===== src/rtl/calibration_sequencer_pkg.sv =====
// Shared types for the calibration run sequencer: state encoding, latched
// run parameters and default pulse lengths.
package calibration_sequencer_pkg;

    localparam int START_LEN_DEF = 4;
    localparam int ABORT_LEN_DEF = 4;
    localparam int SEQ_CNT_W     = 32;

    typedef enum logic [7:0] {
        ST_IDLE      = 8'd0,
        ST_ARM       = 8'd1,
        ST_WAIT_TRIG = 8'd2,
        ST_WAIT_END  = 8'd3,
        ST_GAP       = 8'd4,
        ST_ABORT     = 8'd5,
        ST_FINISH    = 8'd6
    } seq_state_t;

    typedef struct packed {
        logic [15:0]          shot_count;
        logic [SEQ_CNT_W-1:0] shot_gap;
        logic [SEQ_CNT_W-1:0] shot_timeout;
    } seq_parameters_t;

endpackage


===== src/rtl/calibration_sequencer_rise_detect.sv =====
// Rising-edge detector on a level input using a registered 2-bit history;
// the pulse appears one cycle after the input is first sampled high.
module rise_detect (
    input  logic clock,
    input  logic reset_signal,
    input  logic i_sig,
    output logic o_rise
);

    logic [1:0] r_hist;

    always_ff @(posedge clock) begin
        if (reset_signal) begin
            r_hist <= 2'b00;
        end else begin
            r_hist <= {r_hist[0], i_sig};
        end
    end

    assign o_rise = (r_hist == 2'b01);

endmodule


===== src/rtl/calibration_sequencer.sv =====
// Run-level controller: issues shot_count start pulses to the calibration FSM,
// waits for each trigger to complete, spaces shots and aborts on timeout/request.
module calibration_sequencer
    import calibration_sequencer_pkg::*;
#(
    parameter int START_LEN = START_LEN_DEF,
    parameter int ABORT_LEN = ABORT_LEN_DEF,
    parameter int CNT_W     = SEQ_CNT_W
) (
    input  logic             clock,
    input  logic             reset_signal,
    input  logic             run_request,
    input  logic             abort_request,
    input  logic [15:0]      shot_count,
    input  logic [CNT_W-1:0] shot_gap,
    input  logic [CNT_W-1:0] shot_timeout,
    input  logic [7:0]       fsm_state,
    input  logic             fsm_trigger,
    output logic             fsm_start,
    output logic             fsm_reset,
    output logic             busy,
    output logic             done,
    output logic             error,
    output logic [15:0]      shots_done,
    output logic [7:0]       seq_state
);

    seq_state_t           r_state;
    seq_parameters_t      r_params;
    logic [SEQ_CNT_W-1:0] r_cnt;
    logic [15:0]          r_shots_done;
    logic                 r_fsm_start;
    logic                 r_fsm_reset;
    logic                 r_busy;
    logic                 r_done;
    logic                 r_error;

    logic                 w_run_rise;
    logic [SEQ_CNT_W-1:0] w_cnt_inc;
    logic [15:0]          w_shots_inc;
    logic                 w_abort_hit;
    logic                 w_timeout_hit;

    rise_detect u_run_rise (
        .clock        (clock),
        .reset_signal (reset_signal),
        .i_sig        (run_request),
        .o_rise       (w_run_rise)
    );

    // One shared counter serves start width, timeout, gap and abort width; it saturates.
    assign w_cnt_inc     = (&r_cnt) ? r_cnt : r_cnt + 1'b1;
    assign w_shots_inc   = r_shots_done + 16'd1;
    assign w_abort_hit   = abort_request &&
                           (r_state inside {ST_ARM, ST_WAIT_TRIG, ST_WAIT_END, ST_GAP});
    assign w_timeout_hit = (r_state == ST_WAIT_TRIG) && !fsm_trigger &&
                           (r_params.shot_timeout != '0) &&
                           (w_cnt_inc >= r_params.shot_timeout);

    always_ff @(posedge clock) begin
        if (reset_signal) begin
            r_state      <= ST_IDLE;
            r_params     <= '0;
            r_cnt        <= '0;
            r_shots_done <= '0;
            r_fsm_start  <= 1'b0;
            r_fsm_reset  <= 1'b0;
            r_busy       <= 1'b0;
            r_done       <= 1'b0;
            r_error      <= 1'b0;
        end else if (w_abort_hit || w_timeout_hit) begin
            r_state     <= ST_ABORT;
            r_cnt       <= '0;
            r_fsm_start <= 1'b0;
            r_fsm_reset <= 1'b1;
            r_error     <= 1'b1;
        end else begin
            case (r_state)
                ST_IDLE: begin
                    if (w_run_rise && !abort_request) begin
                        r_params.shot_count   <= shot_count;
                        r_params.shot_gap     <= SEQ_CNT_W'(shot_gap);
                        r_params.shot_timeout <= SEQ_CNT_W'(shot_timeout);
                        r_cnt                 <= '0;
                        r_shots_done          <= '0;
                        r_error               <= 1'b0;
                        if (shot_count == 16'd0) begin
                            r_state <= ST_FINISH;
                            r_done  <= 1'b1;
                            r_busy  <= 1'b0;
                        end else begin
                            r_state     <= ST_ARM;
                            r_done      <= 1'b0;
                            r_busy      <= 1'b1;
                            r_fsm_start <= 1'b1;
                        end
                    end
                end
                ST_ARM: begin
                    if (r_cnt == SEQ_CNT_W'(START_LEN - 1)) begin
                        r_state     <= ST_WAIT_TRIG;
                        r_cnt       <= '0;
                        r_fsm_start <= 1'b0;
                    end else begin
                        r_cnt <= w_cnt_inc;
                    end
                end
                ST_WAIT_TRIG: begin
                    if (fsm_trigger) begin
                        r_state <= ST_WAIT_END;
                    end else begin
                        r_cnt <= w_cnt_inc;
                    end
                end
                ST_WAIT_END: begin
                    if (!fsm_trigger && (fsm_state == 8'd0)) begin
                        r_shots_done <= w_shots_inc;
                        r_cnt        <= '0;
                        if (w_shots_inc == r_params.shot_count) begin
                            r_state <= ST_FINISH;
                            r_done  <= 1'b1;
                            r_busy  <= 1'b0;
                        end else if (r_params.shot_gap == '0) begin
                            r_state     <= ST_ARM;
                            r_fsm_start <= 1'b1;
                        end else begin
                            r_state <= ST_GAP;
                        end
                    end
                end
                ST_GAP: begin
                    if (w_cnt_inc >= r_params.shot_gap) begin
                        r_state     <= ST_ARM;
                        r_cnt       <= '0;
                        r_fsm_start <= 1'b1;
                    end else begin
                        r_cnt <= w_cnt_inc;
                    end
                end
                ST_ABORT: begin
                    if (r_cnt == SEQ_CNT_W'(ABORT_LEN - 1)) begin
                        r_state     <= ST_IDLE;
                        r_cnt       <= '0;
                        r_fsm_reset <= 1'b0;
                        r_busy      <= 1'b0;
                    end else begin
                        r_cnt <= w_cnt_inc;
                    end
                end
                ST_FINISH: begin
                    r_state <= ST_IDLE;
                end
                default: begin
                    r_state <= ST_IDLE;
                end
            endcase
        end
    end

    assign fsm_start  = r_fsm_start;
    assign fsm_reset  = r_fsm_reset;
    assign busy       = r_busy;
    assign done       = r_done;
    assign error      = r_error;
    assign shots_done = r_shots_done;
    assign seq_state  = r_state;

endmodule


===== config.mk =====
export PLATFORM = sky130hd
export DESIGN_NAME = calibration_sequencer
export DESIGN_NICKNAME = d
export VERILOG_FILES = /design/src/rtl/calibration_sequencer_pkg.sv /design/src/rtl/calibration_sequencer_rise_detect.sv /design/src/rtl/calibration_sequencer.sv
export SDC_FILE = /design/constraint.sdc
export NUM_CORES = 1
export LEC_CHECK = 0
export CAP_MARGIN = 40
export CORE_AREA = 10 10 138 127
export DETAILED_ROUTE_END_ITERATION = 10
export DIE_AREA = 0 0 148 137
export GPL_TIMING_DRIVEN = 0
export PLACE_DENSITY = 0.83
export SYNTH_ARGS = -nofsm -noshare
export SYNTH_HDL_FRONTEND = slang
export SYNTH_SLANG_ARGS = --single-unit

===== constraint.sdc =====
create_clock -name clock -period 11.9 [get_ports clock]
set_input_delay 1.19 -clock clock [delete_from_list [all_inputs] [get_ports clock]]
set_output_delay 1.19 -clock clock [all_outputs]
set_load 0.02 [all_outputs]

==> run summary <==
Netlist cell types: 67
Hold buffer count at cts: 0
Flop pwr share: 32.6%
IO Count: 122
Worst Setup Start Kind: flop
Initial antenna violation count: 0
Worst Tran Pin Value: 0.9669 ns
WL/cell: 18.26 um
Fin util: 72.98%
Root Buffer: clkbuf_16
Dominant synthesized flop cell: dfxtp_1
Number of flops mapped to enable cells by yosys: 0
Diode count: 0
DRC Markers: 0
Tot Pwr: 1.586 mW
Netlist Area Pre-Place: 8663 um2
Total gr overflow: 0
Synth area leaders: dfxtp_1 32%, nand2_1 9.7%, ha_1 9.5%
IO Port Bufs: 116
Flops & latches, synth: 138
CTS clock-pin slew for the worst setup and hold paths: 0.06 ns
CTS buffer count: 17
PwrDens: 148.8 nW/um2
Final setup TNS: 0 ns
Worst Path Max Fanout: 10
Max Clk Rate: 0.1856 GHz
Setup CP Type: reg -> reg
Worst skew pair latency: 0.43 ns
Total Routed Length: 27.68 mm
Final Skew: 0.008268 ns
Area growth syn-to-layout: 23.06%
Seq/Total Area, Yosys: 31.89%
Post-route ant nets: 0
Non-filler cells, final: 1516
Fin crit share: 45.28%
Core area: 14610 um2
Unrepaired setup endpoints after global routing: false
Max-slew violations: 0
Sw frac: 38.81%
WP data required: 12.22 ns
Inst Count DP: 1484
Layout cells sized above 1: 5.994%
Min Clock Period, post-route: 5.389 ns
Routed met3 length: 2.607 mm
M1 wire length: 12.09 mm
CTS tree: yes
Clock share of power: 32.5%
Async S/R FF share, synth: 0%
Max Cap Viol: 0
Die height: 137 um
Setup violations, final: 0
Clk buf depth: 2
Synth cell count leaders: 223 x nand2_1, 148 x a21oi_1, 138 x dfxtp_1, 83 x nor2_1, 71 x inv_1
Hold Vio Cnt, Final: 0
Final HPWL DP: 20.88 mm
Combinational fraction of design power: 34.9%
Cts repair resizes: 0
Starting Density: 59.30%
First-pass GRT wire length: 43.73 mm
Cell with the most instances after synthesis: nand2_1
Synth area leader: dfxtp_1
GRT Total Usage: 26.85%
Die area: 20280 um2
Pre-antenna DRT Iters: 5
Avg Cell Area, Syn: 7.436 um2
Crit end category: flop
Crit path DAT: 5.71 ns
Die width: 148 um
Setup repair bufs after CTS: 0
Psw: 0.6156 mW
H-tree depth: 4
Yosys top cell area share: 31.89%
Status: complete, no violations
Number of nets in the layout: 1464
Row Count: 42
Vias in the first global route: 8407
Gpl congestion: 0.9885
Largest net degree at the start of global routing: 17
Post-synthesis cell count: 1165
DR vias: 8999
P_int: 0.9705 mW
Clock Sinks: 138
YS warnings: 0
VDD IR max: 117.8 uV
Highest Signal Layer: met4
Lkg Pwr: 3.897 nW
DR iter-0 viols: 693
HP Class: reg -> reg
Vias/cell: 5.936
Fillers: 1199
Slew margin rel.: 34.99%
DR WL met2: 12.23 mm
sequential cells by signal, indices dropped and copies added (netlist names):
name and cells:
seq_state 3, done 1, fsm_reset 1, shots_done 16, r_cnt 32, busy 1
error 1, r_params 80, u_run_rise.r_hist 2, fsm_start 1
routing by layer:
metal / up-vias / GRT usage, %
li1: 4295 / -
met1: 4216 / 34.48
met4: 0 / 10.67
met2: 427 / 42.50
met3: 61 / 6.603
met5: - / 0
metrics by stage:
step | hold slack [ns] | setup WS, ns | area [um2]
after floorplan | 0.4363 | 7.833 | 8678
after CTS | 0.4725 | 6.625 | 10660
after global placement | 0.4590 | 6.673 | 10090
final | 0.4730 | 6.511 | 10660
after global routing | 0.4874 | 6.215 | 10660
after detailed placement | 0.4646 | 6.692 | 10090
cells in the final DEF (no fill, tap or decap), types with 31 or more instances in the layout:
cell type	n
inv_1	71
a21oi_1	148
clkdlybuf4s50_1	116
nand2_1	223
clkbuf_1	48
nor4_1	32
dfxtp_1	138
nor2_1	83
xnor2_1	43
nand3_1	31
nand4_1	31
ha_1	66
power by group through the flow:
stage               Clock (mW)  Sequential (mW)  Combinational, mW
floorplan                    0            0.527              0.339
global placement             0            0.525              0.523
detailed placement           0            0.526              0.532
CTS                      0.516            0.516              0.538
global route             0.534            0.519              0.593
finish                   0.516            0.517              0.553
worst max-delay path, cell delays in order, from the launching register on:
cell and delay [ns]:
dfxtp_1 0.30, clkbuf_1 0.35, nand4_1 0.19, nor4_1 0.52, nand3_1 0.17, nand2_1 0.21
nor2_1 0.14, and3_1 0.21, xor2_1 0.16, ha_1 0.31, nand2_1 0.06, nor3_1 0.16
a21oi_1 0.10, o31ai_1 0.79, a21oi_1 0.22, o21ai_1 0.58, o21bai_2 0.39, buf_2 0.34
nor2_1 0.08
kinds of logic after synthesis:
| logic type | synth area share (%) |
|---|---|
| simple gates | 27.96 |
| compound gates | 15.73 |
| buf+inv | 6.947 |
| flops | 31.89 |
| xor+xnor | 7.164 |
| fa+ha+maj | 9.532 |
| mux | 0.7366 |
| other cells | 0.04329 |
layout make-up:
type                    instances  area (um2)  area share (%)
plain buffers                  74       335.3           3.145
clock buffers                  17       425.4           3.990
clock inverters                15       141.4           1.326
inverters                      71       266.5           2.500
multi-input cells             886        5314           49.84
flip-flops and latches        138        2763           25.91
well taps                     198       247.7           2.324
repair buffers                117        1169           10.96
final timing paths:
kind                             startpoint                        end  cells after the start  slack, ns
hold reg to reg   r_params[10]$_SDFFE_PP0P_  r_params[10]$_SDFFE_PP0P_                      2       0.47
setup / recovery     r_cnt[23]$_SDFFE_PP0P_     r_cnt[17]$_SDFFE_PP0P_                     18       6.51
hold / removal    r_params[10]$_SDFFE_PP0P_  r_params[10]$_SDFFE_PP0P_                      2       0.47
setup reg to reg     r_cnt[23]$_SDFFE_PP0P_     r_cnt[17]$_SDFFE_PP0P_                     18       6.51
No activity file was read; power rests on OpenSTA's default activity.
